## src/rtl/mem_stage.sv

```systemverilog
// RV32I memory-access stage: issues loads/stores on a valid/ready data bus,
// formats load data, flags misalignment and bus errors, and registers mem_wb.
module mem_stage #(
    parameter int XLEN          = 32,
    parameter int PC_WIDTH      = 32,
    parameter int INSTR_WIDTH   = 32,
    parameter int REG_IDX_WIDTH = 5
) (
    input  logic                     clk,
    input  logic                     rst_n,

    input  logic [PC_WIDTH-1:0]      ex_mem_pc_i,
    input  logic [INSTR_WIDTH-1:0]   ex_mem_instr_i,
    input  logic [XLEN-1:0]          ex_mem_rs2_rdata_i,
    input  logic [XLEN-1:0]          ex_mem_alu_res_i,
    input  logic [REG_IDX_WIDTH-1:0] ex_mem_ex_rd_idx_i,
    input  logic                     ex_mem_ex_rd_en_i,
    input  logic [XLEN-1:0]          ex_mem_ex_rd_wdata_i,
    input  logic                     ex_mem_if_excp_misalign_i,
    input  logic                     ex_mem_if_bus_err_i,
    input  logic                     ex_mem_id_excp_ilegl_instr_i,
    input  logic                     ex_mem_id_excp_ecall_i,
    input  logic                     ex_mem_id_excp_ebreak_i,
    input  logic                     ex_mem_id_excp_mret_i,
    input  logic                     flush_i,

    output logic                     dbus_req_valid_o,
    input  logic                     dbus_req_ready_i,
    output logic [XLEN-1:0]          dbus_req_addr_o,
    output logic                     dbus_req_we_o,
    output logic [XLEN-1:0]          dbus_req_wdata_o,
    output logic [3:0]               dbus_req_wstrb_o,
    input  logic                     dbus_rsp_valid_i,
    input  logic [XLEN-1:0]          dbus_rsp_rdata_i,
    input  logic                     dbus_rsp_err_i,

    output logic                     mem_stall_o,

    output logic [PC_WIDTH-1:0]      mem_wb_pc_o,
    output logic [INSTR_WIDTH-1:0]   mem_wb_instr_o,
    output logic [REG_IDX_WIDTH-1:0] mem_wb_rd_idx_o,
    output logic                     mem_wb_rd_en_o,
    output logic [XLEN-1:0]          mem_wb_rd_wdata_o,
    output logic                     mem_wb_if_excp_misalign_o,
    output logic                     mem_wb_if_bus_err_o,
    output logic                     mem_wb_id_excp_ilegl_instr_o,
    output logic                     mem_wb_id_excp_ecall_o,
    output logic                     mem_wb_id_excp_ebreak_o,
    output logic                     mem_wb_id_excp_mret_o,
    output logic                     mem_wb_excp_ld_misalign_o,
    output logic                     mem_wb_excp_st_misalign_o,
    output logic                     mem_wb_excp_ld_bus_err_o,
    output logic                     mem_wb_excp_st_bus_err_o,
    output logic [XLEN-1:0]          mem_wb_excp_addr_o
);

    typedef enum logic [1:0] {S_IDLE, S_REQ, S_WAIT} state_t;

    localparam logic [6:0] OP_LOAD  = 7'b0000011;
    localparam logic [6:0] OP_STORE = 7'b0100011;

    function automatic logic [XLEN-1:0] f_load_fmt(input logic [2:0] f3,
                                                   input logic [1:0] lane,
                                                   input logic [XLEN-1:0] word);
        logic signed [7:0]  sb;
        logic signed [15:0] sh;
        logic [XLEN-1:0]    res;
        sb = word[{lane, 3'b000} +: 8];
        sh = lane[1] ? word[31:16] : word[15:0];
        case (f3)
            3'b000:  res = {{(XLEN-8){sb[7]}}, sb};
            3'b001:  res = {{(XLEN-16){sh[15]}}, sh};
            3'b100:  res = {{(XLEN-8){1'b0}}, sb};
            3'b101:  res = {{(XLEN-16){1'b0}}, sh};
            default: res = word;
        endcase
        return res;
    endfunction

    function automatic logic [3:0] f_st_wstrb(input logic [2:0] f3, input logic [1:0] lane);
        logic [3:0] res;
        case (f3)
            3'b000:  res = 4'b0001 << lane;
            3'b001:  res = 4'b0011 << lane;
            3'b010:  res = 4'b1111;
            default: res = 4'b0000;
        endcase
        return res;
    endfunction

    function automatic logic [XLEN-1:0] f_st_wdata(input logic [2:0] f3, input logic [XLEN-1:0] rs2);
        logic [XLEN-1:0] res;
        case (f3)
            3'b000:  res = {4{rs2[7:0]}};
            3'b001:  res = {2{rs2[15:0]}};
            default: res = rs2;
        endcase
        return res;
    endfunction

    // ---- decode of the instruction presented by ex_mem ----
    logic [6:0]      w_opcode;
    logic [2:0]      w_f3;
    logic [XLEN-1:0] w_addr;
    logic            w_is_load;
    logic            w_is_store;
    logic            w_misal;
    logic            w_up_excp;
    logic            w_ld_mis;
    logic            w_st_mis;
    logic            w_need_bus;
    logic            w_launch;

    assign w_opcode   = ex_mem_instr_i[6:0];
    assign w_f3       = ex_mem_instr_i[14:12];
    assign w_addr     = ex_mem_alu_res_i;
    assign w_is_load  = (w_opcode == OP_LOAD) &&
                        (w_f3 == 3'b000 || w_f3 == 3'b001 || w_f3 == 3'b010 ||
                         w_f3 == 3'b100 || w_f3 == 3'b101);
    assign w_is_store = (w_opcode == OP_STORE) &&
                        (w_f3 == 3'b000 || w_f3 == 3'b001 || w_f3 == 3'b010);
    assign w_misal    = ((w_f3[1:0] == 2'b01) && w_addr[0]) ||
                        ((w_f3[1:0] == 2'b10) && (w_addr[1:0] != 2'b00));
    assign w_up_excp  = ex_mem_if_excp_misalign_i | ex_mem_if_bus_err_i |
                        ex_mem_id_excp_ilegl_instr_i | ex_mem_id_excp_ecall_i |
                        ex_mem_id_excp_ebreak_i | ex_mem_id_excp_mret_i;
    // Earlier-stage exceptions take priority over any mem-stage fault.
    assign w_ld_mis   = w_is_load  & w_misal & ~w_up_excp;
    assign w_st_mis   = w_is_store & w_misal & ~w_up_excp;
    assign w_need_bus = (w_is_load | w_is_store) & ~w_misal & ~w_up_excp;

    state_t r_state;
    state_t w_state_nxt;
    logic   r_kill;

    assign w_launch = (r_state == S_IDLE) && w_need_bus && !flush_i;

    // ---- latched bus operation, held for the whole access ----
    logic [XLEN-1:0]          r_op_addr;
    logic [2:0]               r_op_f3;
    logic                     r_op_we;
    logic [XLEN-1:0]          r_op_wdata;
    logic [3:0]               r_op_wstrb;
    logic [PC_WIDTH-1:0]      r_op_pc;
    logic [INSTR_WIDTH-1:0]   r_op_instr;
    logic [REG_IDX_WIDTH-1:0] r_op_rd_idx;
    logic                     r_op_rd_en;

    always_ff @(posedge clk) begin
        if (w_launch) begin
            r_op_addr   <= w_addr;
            r_op_f3     <= w_f3;
            r_op_we     <= w_is_store;
            r_op_wdata  <= f_st_wdata(w_f3, ex_mem_rs2_rdata_i);
            r_op_wstrb  <= w_is_store ? f_st_wstrb(w_f3, w_addr[1:0]) : 4'b0000;
            r_op_pc     <= ex_mem_pc_i;
            r_op_instr  <= ex_mem_instr_i;
            r_op_rd_idx <= ex_mem_ex_rd_idx_i;
            r_op_rd_en  <= ex_mem_ex_rd_en_i;
        end
    end

    always_ff @(posedge clk) begin
        if (!rst_n) begin
            r_state <= S_IDLE;
            r_kill  <= 1'b0;
        end else begin
            r_state <= w_state_nxt;
            if (r_state == S_WAIT && dbus_rsp_valid_i)
                r_kill <= 1'b0;
            else if ((r_state == S_REQ || r_state == S_WAIT) && flush_i)
                r_kill <= 1'b1;
        end
    end

    always_comb begin
        w_state_nxt      = r_state;
        dbus_req_valid_o = 1'b0;
        dbus_req_addr_o  = {r_op_addr[XLEN-1:2], 2'b00};
        dbus_req_we_o    = r_op_we;
        dbus_req_wdata_o = r_op_wdata;
        dbus_req_wstrb_o = r_op_wstrb;
        mem_stall_o      = 1'b0;
        case (r_state)
            S_IDLE: begin
                if (w_launch) begin
                    dbus_req_valid_o = 1'b1;
                    dbus_req_addr_o  = {w_addr[XLEN-1:2], 2'b00};
                    dbus_req_we_o    = w_is_store;
                    dbus_req_wdata_o = f_st_wdata(w_f3, ex_mem_rs2_rdata_i);
                    dbus_req_wstrb_o = w_is_store ? f_st_wstrb(w_f3, w_addr[1:0]) : 4'b0000;
                    mem_stall_o      = 1'b1;
                    w_state_nxt      = dbus_req_ready_i ? S_WAIT : S_REQ;
                end
            end
            S_REQ: begin
                dbus_req_valid_o = 1'b1;
                mem_stall_o      = 1'b1;
                if (dbus_req_ready_i)
                    w_state_nxt = S_WAIT;
            end
            S_WAIT: begin
                mem_stall_o = ~dbus_rsp_valid_i;
                if (dbus_rsp_valid_i)
                    w_state_nxt = S_IDLE;
            end
            default: w_state_nxt = S_IDLE;
        endcase
    end

    // ---- next mem_wb contents: bypass, completion, or bubble ----
    logic [PC_WIDTH-1:0]      w_wb_pc;
    logic [INSTR_WIDTH-1:0]   w_wb_instr;
    logic [REG_IDX_WIDTH-1:0] w_wb_rd_idx;
    logic                     w_wb_rd_en;
    logic [XLEN-1:0]          w_wb_rd_wdata;
    logic [5:0]               w_wb_up;
    logic                     w_wb_ld_mis;
    logic                     w_wb_st_mis;
    logic                     w_wb_ld_err;
    logic                     w_wb_st_err;
    logic [XLEN-1:0]          w_wb_excp_addr;

    always_comb begin
        w_wb_pc        = '0;
        w_wb_instr     = '0;
        w_wb_rd_idx    = '0;
        w_wb_rd_en     = 1'b0;
        w_wb_rd_wdata  = '0;
        w_wb_up        = '0;
        w_wb_ld_mis    = 1'b0;
        w_wb_st_mis    = 1'b0;
        w_wb_ld_err    = 1'b0;
        w_wb_st_err    = 1'b0;
        w_wb_excp_addr = '0;
        case (r_state)
            S_IDLE: begin
                if (!flush_i && !w_need_bus) begin
                    w_wb_pc        = ex_mem_pc_i;
                    w_wb_instr     = ex_mem_instr_i;
                    w_wb_rd_idx    = ex_mem_ex_rd_idx_i;
                    w_wb_rd_en     = ex_mem_ex_rd_en_i & ~w_ld_mis;
                    w_wb_rd_wdata  = ex_mem_ex_rd_wdata_i;
                    w_wb_up        = {ex_mem_if_excp_misalign_i, ex_mem_if_bus_err_i,
                                      ex_mem_id_excp_ilegl_instr_i, ex_mem_id_excp_ecall_i,
                                      ex_mem_id_excp_ebreak_i, ex_mem_id_excp_mret_i};
                    w_wb_ld_mis    = w_ld_mis;
                    w_wb_st_mis    = w_st_mis;
                    w_wb_excp_addr = (w_ld_mis | w_st_mis) ? w_addr : '0;
                end
            end
            S_WAIT: begin
                if (dbus_rsp_valid_i && !r_kill && !flush_i) begin
                    w_wb_pc     = r_op_pc;
                    w_wb_instr  = r_op_instr;
                    w_wb_rd_idx = r_op_rd_idx;
                    if (dbus_rsp_err_i) begin
                        w_wb_ld_err    = ~r_op_we;
                        w_wb_st_err    = r_op_we;
                        w_wb_excp_addr = r_op_addr;
                    end else begin
                        w_wb_rd_en = r_op_rd_en;
                        if (!r_op_we)
                            w_wb_rd_wdata = f_load_fmt(r_op_f3, r_op_addr[1:0], dbus_rsp_rdata_i);
                    end
                end
            end
            default: ;
        endcase
    end

    // ---- mem_wb pipeline register ----
    always_ff @(posedge clk) begin
        if (!rst_n) begin
            mem_wb_pc_o                  <= '0;
            mem_wb_instr_o               <= '0;
            mem_wb_rd_idx_o              <= '0;
            mem_wb_rd_en_o               <= 1'b0;
            mem_wb_rd_wdata_o            <= '0;
            mem_wb_if_excp_misalign_o    <= 1'b0;
            mem_wb_if_bus_err_o          <= 1'b0;
            mem_wb_id_excp_ilegl_instr_o <= 1'b0;
            mem_wb_id_excp_ecall_o       <= 1'b0;
            mem_wb_id_excp_ebreak_o      <= 1'b0;
            mem_wb_id_excp_mret_o        <= 1'b0;
            mem_wb_excp_ld_misalign_o    <= 1'b0;
            mem_wb_excp_st_misalign_o    <= 1'b0;
            mem_wb_excp_ld_bus_err_o     <= 1'b0;
            mem_wb_excp_st_bus_err_o     <= 1'b0;
            mem_wb_excp_addr_o           <= '0;
        end else begin
            mem_wb_pc_o                  <= w_wb_pc;
            mem_wb_instr_o               <= w_wb_instr;
            mem_wb_rd_idx_o              <= w_wb_rd_idx;
            mem_wb_rd_en_o               <= w_wb_rd_en;
            mem_wb_rd_wdata_o            <= w_wb_rd_wdata;
            mem_wb_if_excp_misalign_o    <= w_wb_up[5];
            mem_wb_if_bus_err_o          <= w_wb_up[4];
            mem_wb_id_excp_ilegl_instr_o <= w_wb_up[3];
            mem_wb_id_excp_ecall_o       <= w_wb_up[2];
            mem_wb_id_excp_ebreak_o      <= w_wb_up[1];
            mem_wb_id_excp_mret_o        <= w_wb_up[0];
            mem_wb_excp_ld_misalign_o    <= w_wb_ld_mis;
            mem_wb_excp_st_misalign_o    <= w_wb_st_mis;
            mem_wb_excp_ld_bus_err_o     <= w_wb_ld_err;
            mem_wb_excp_st_bus_err_o     <= w_wb_st_err;
            mem_wb_excp_addr_o           <= w_wb_excp_addr;
        end
    end

endmodule

```

## config.mk

```make
export PLATFORM = sky130hd
export DESIGN_NAME = mem_stage
export DESIGN_NICKNAME = d
export VERILOG_FILES = /design/src/rtl/mem_stage.sv
export SDC_FILE = /design/constraint.sdc
export NUM_CORES = 1
export LEC_CHECK = 0
export CORE_MARGIN = 2
export CORE_UTILIZATION = 30
export DETAILED_ROUTE_END_ITERATION = 12
export PLACE_DENSITY = 0.56
export SKIP_CTS_REPAIR_TIMING = 1
export SLEW_MARGIN = 20
export SYNTH_ARGS = -nofsm -noshare
export SYNTH_HDL_FRONTEND = slang
export SYNTH_SLANG_ARGS = --single-unit
```

## constraint.sdc

```tcl
create_clock -name clk -period 6.29 [get_ports clk]
set_input_delay 1.258 -clock clk [delete_from_list [all_inputs] [get_ports clk]]
set_output_delay 1.258 -clock clk [all_outputs]
set_load 0.005 [all_outputs]
```

== Word-level counts from Yosys, hierarchy flattened ==
Index checks and enable logic that the tools add are counted.
Word-level totals
  register bits: 289
  bits in latches: 0
  bits in writable memories: 0
  memory bits (read-only): 0
  bits of input ports: 210
  output and inout port bits: 215
  word-level logic and storage cells: 138
  memories: 0
Operators by class
  $add $sub $neg: 0
  $mul: 0
  div/mod/pow operators: 0
  $lt $le $gt $ge: 0
  equal/unequal tests: 16
  shifts and indexed selects: 3
  multiplexer cells: 44
  bitwise logic cells: 20
  reduce and logical (&&, ||, !) cells: 28
Operators with widths (count)
  32-bit two-way mux: 16
  32-bit case mux with 2 select lines: 5
  32-bit case mux with 4 select lines: 1
  32-bit by 6-bit variable part select with 8-bit output: 1
  16-bit two-way mux: 1
  3-bit == test (second input constant): 4
  4-bit two-way mux: 3
  4-bit case mux with 3 select lines: 1
  1-bit logical AND: 11
  5-bit two-way mux: 2
  5-bit case mux with 2 select lines: 1
  2-bit two-way mux: 4
  1-bit AND: 7
  7-bit by 2-bit == test with 1-bit output (second input constant): 1
  7-bit by 6-bit == test with 1-bit output (second input constant): 1
  1-bit OR: 7
  3-bit by 1-bit == test with 1-bit output (second input constant): 2
  3-bit zero test: 2
  1-bit logical OR: 6
  1-bit two-way mux: 6
  2-bit != test (second input constant): 3
  1-bit NOT: 6
  2-bit case mux with 3 select lines: 1
  3-bit AND reduction: 2
  other kinds (12): 17

== Depth between registers and ports, before layout ==
  depth after elaboration: 13
  mapped depth: 9
  mapped depth without buffers: 7

== Least setup slack after synthesis ==
OpenSTA, ideal clock, no wires.
  path type: input-to-output
  start point: input port ex_mem_instr_i[14]
  end point: output port dbus_req_addr_o[22]
  data arrival time: 3.899 ns
  required time: 5.032 ns
  slack: 1.133 ns
  stages: 7
  path buffers: 2
  cell sequence: buf_6 > and2_4 > or3b_1 > nor3_2 > buf_2 > nand2_1 > nand2_1
On the way
  longest elaborated chain between the ends: 13
  elaborated cells between the ends (all ways): 18
  those cells by class: 4 x eq/ne; 2 x mux; 3 x bitwise; 9 x reduce/logical
RTL lines
  from (decl): line 13  | input logic [INSTR_WIDTH-1:0] ex_mem_instr_i,
  3-bit by 1-bit == test with 1-bit output / 3-bit zero test (equally long branches): line 118, 121
  1-bit logical OR (2 in series): line 118, 121
  1-bit logical OR: line 118  | (w_f3 == 3'b000 || w_f3 == 3'b001 || w_f3 == 3'b010 ||
  1-bit logical OR: line 119  | w_f3 == 3'b100 || w_f3 == 3'b101);
  1-bit logical AND: line 117  | assign w_is_load = (w_opcode == OP_LOAD) &&
  1-bit OR *: line 130  | assign w_need_bus = (w_is_load | w_is_store) & ~w_misal & ~w_up_excp;
  1-bit AND * (2 in series): line 130
  1-bit logical AND * (2 in series): line 136  | assign w_launch = (r_state == S_IDLE) && w_need_bus && !flush_i;
  32-bit two-way mux *: line 186  | if (w_launch) begin
  32-bit two-way mux *: line 184  | case (r_state)
  to (decl): line 29  | output logic [XLEN-1:0] dbus_req_addr_o,
Every way passes the cells marked *; elsewhere a longest branch is shown, timed or not.

== Final worst setup path ==
  start point: input port ex_mem_instr_i[13]
  end point: output port dbus_req_wdata_o[12]
On the way
  longest elaborated chain between the ends: 13
  elaborated cells between the ends (all ways): 25
  those cells by class: 6 x eq/ne; 3 x mux; 4 x bitwise; 12 x reduce/logical
RTL lines
  3-bit by 1-bit == test with 1-bit output / 3-bit zero test (equally long branches): line 93, 118, 121
  1-bit logical OR (2 in series): line 118, 121
  1-bit logical OR: line 118
  1-bit logical OR: line 119
  1-bit logical AND: line 117
  1-bit OR: line 130
  1-bit AND (2 in series): line 130
  1-bit logical AND (2 in series): line 136
  32-bit two-way mux *
  32-bit two-way mux *: line 184
  to (decl): line 31  | output logic [XLEN-1:0] dbus_req_wdata_o,
Marked as above.

==> summary.md <==
| Metric | Value |
|---|---|
| Crit path kind | primary input to output pin |
| Yosys reg bits | 286 |
| HP Start | r_op_wdata[0]$_DFF_P_ |
| Final ANT Viol Nets | 0 |
| Synth area leaders | dfxtp_1 35%, edfxtp_1 29%, a22o_1 9.8%, nand2_1 6.9%, mux2i_1 3.1% |
| Routed length per placed instance | 19.33 µm |
| Die Height | 191.0 µm |
| Startpoint types | primary input |
| Final Max Tran Viols | 0 |
| Post-DP HPWL | roughly 25 mm |
| Final setup violating endpoints | 0 |
| Reg2Reg Setup Slack | between 3000 and 4000 ps |
| Final setup skew | 16.41 ps |
| Initial Util | 0.3045 |
| Layout area overhead | 55.21% |
| GRT overflow | 0 |
| Port-buffer cells | 422 |
| Hold-critical path depth | 2 |
| Min-delay worst type | flip-flop to flip-flop |
| Worst slew margin | 0.4144 |
| Yosys top cell area share | 0.3511 |
| Final min period | 5559 ps |
| Largest net degree at the start of global routing | 109 |
| P per Cell Area | roughly 260 nW/µm² |
| H-tree Lvls | 2 |
| Post-Syn Instances | 898 |
| Hold WS | 433.5 ps |
| Post-Route WL | 34.73 mm |
| Hold EP | r_op_wdata[0]$_DFF_P_ |
| Static leakage | 6.170 nW |
| Row cnt | 68 |
| Worst endpoint data arrival time | 4300 ps |
| Unrepaired setup endpoints after global routing | false |
| Cells after DPL | 1,732 |
| Worst skew pair latency | between 500 and 600 ps |
| CTS tree | built |
| Status | finished clean |
| Fin cells | about 1.8k |
| Synth area leader | dfxtp_1 |
| Placeable Area | 34,460 µm² |
| Mapped Area | ~10,000 µm² |
| Top_reg_cell synth | dfxtp_1 |
| Clock slew at reported path FFs | 50 ps |
| DIE AREA | approximately 36,000 µm² |
| Top-count cell post-synth | nand2_1 |
| Residual DRC count | 0 |
| Num CTS Buffers | 34 |
| Seq/Total Area, Yosys | 0.6430 |
| Cells on worst reg2reg path | 5 |
| Setup WS pre-CTS | 711.5 ps |
| Nets | 1,527 |
| Maxcap violations | 0 |
| Reg2reg start | r_state[0]$_SDFFE_PN0P_ |
| Final TNS setup | 0 ps |
| Reg2reg end | r_op_pc[2]$_DFFE_PN_ |
| Number of global-route vias before repair | 8,572 |
| Max Buffers Root-to-Sink | 3 |
| Cell Area, Placed | 15,190 µm² |
| Ys async rst share | 0 |
| VDD IR-drop max | 0.0001953 V |
| Worst Path Max Fanout | 77 |
| Drt pass-1 iters | 4 |
| Initial antenna violation count | 1 |
| Worst Path Required | 5030 ps |
| Top cells by count, synth | 192 x nand2_1, 184 x dfxtp_1, 117 x a22o_1 |
| Syn avg cell area | between 10 and 15 µm² |
| GP Congestion | 0.8041 |
| Hold Vio Cnt, Final | 0 |
| Fmax | 179.9 MHz |
| Tightest Pin Transition | about 880 ps |
| First-pass GRT wire length | 51.84 mm |
| Synth cell types | 55 |
| Vias | around 8.5k |
| Period utilization | 0.8838 |
| Die W | 191.0 µm |
| EDFF count, synth | 102 |
| Overall Global Routing Usage | 0.1865 |
| Clock Tree Root | clkbuf_16 |
| Fin area | about 16,000 µm² |
| Io pins | 425 |
| Vias per std cell | roughly 4.7 |
| Drt first-iter violations | 405 |
| Element type at the critical path end | output pin |
| Layout cells sized above 1 | 0.06129 |
| CTS Sinks | 286 |
| Final worst slack | 730.9 ps |
| Syn. warnings | 0 |
## how the worst max path moves through the flow
| stage | start | end | slack [ps] |
|---|---|---|---|
| after CTS | ex_mem_instr_i[13] | dbus_req_wdata_o[12] | 700 |
| final | ex_mem_instr_i[13] | dbus_req_wdata_o[12] | 730 |
| after detailed placement | ex_mem_instr_i[13] | dbus_req_wdata_o[12] | 710 |
| after global placement | ex_mem_instr_i[13] | dbus_req_wstrb_o[1] | 830 |
| after global routing | ex_mem_instr_i[13] | dbus_req_wdata_o[12] | 390 |
| after floorplan | ex_mem_instr_i[14] | dbus_req_addr_o[22] | 1130 |
## metal layers
| layer | vias up | share of wire | track usage |
|---|---|---|---|
| li1 | 4112 | - | - |
| met1 | 3965 | 0.40 | 0.2189 |
| met2 | 359 | 0.47 | 0.3159 |
| met3 | 49 | 0.10 | 0.06848 |
| met4 | 0 | 0.028 | 0.05874 |
| met5 | - | 0 | 0 |
## cells by family after synthesis
family,after synthesis,synth area share
compound gates,238,0.1722
fa+ha+maj,4,0.004770
buf+inv,67,0.03088
flops,286,0.6430
mux,35,0.03470
other cells,1,0.0003574
simple gates,267,0.1141
## critical path, cell delays in order
cell and delay, ps:
clkdlybuf4s50_1 850, nand2b_1 250, o22ai_2 350, or3_4 460
buf_12 320, nand2_1 110, o21ai_0 90, clkdlybuf4s50_1 540
## cell type report
cell class / instances / area [µm²]
clock inverters: 6 / 76.32
repair buffers: 437 / 4387
multi-input cells: 546 / 3458
inverters: 8 / 30.03
flip-flops and latches: 286 / 6746
diodes: 3 / 7.507
fillers: 3230 / 18170
well taps: 455 / 569.3
clock buffers: 55 / 1011
## stage by stage
step                utilization  power (mW)
global route             0.4724       4.404
global placement         0.4409       2.382
floorplan                     -       2.109
finish                   0.4726       4.240
CTS                      0.4724       4.309
detailed placement       0.4409       2.385
## placed cells by master (no fill, tap or decap), types with 3 or more instances in the layout
cell             count
edfxtp_1           102
nand3_1              3
nor3_1               5
nand4_1              3
o221ai_1             7
nand2_1            192
o21ai_0             66
clkdlybuf4s50_1    422
diode_2              3
dfxtp_1            184
a21oi_1              6
clkbuf_1            14
nor2_1              11
inv_1                8
buf_12               4
o22ai_1              9
o2bb2ai_1           16
nor2b_1              4
mux2i_1             33
nand2b_1            20
and2_1               8
a22o_1             117
nor3_2               3
ha_1                 4
clkbuf_16           35
clkbuf_8             6
a21o_1               3
buf_4               11
## power by group
part	internal (mW)	switching (mW)
combinational	0.235	0.140
clock	1.15	0.752
sequential	1.96	0.0116
total	3.34	0.904
## registers in the layout, indices dropped and copies added, names as in the netlist, 2 cells and up
name / cells
mem_wb_excp_addr_o: 32
mem_wb_instr_o: 32
mem_wb_pc_o: 32
mem_wb_rd_idx_o: 5
mem_wb_rd_wdata_o: 32
r_op_addr: 32
r_op_f3: 2
r_op_instr: 30
r_op_pc: 32
r_op_rd_idx: 5
r_op_wdata: 32
r_op_wstrb: 4
r_state: 2
No activity file was read; power rests on OpenSTA's default activity.
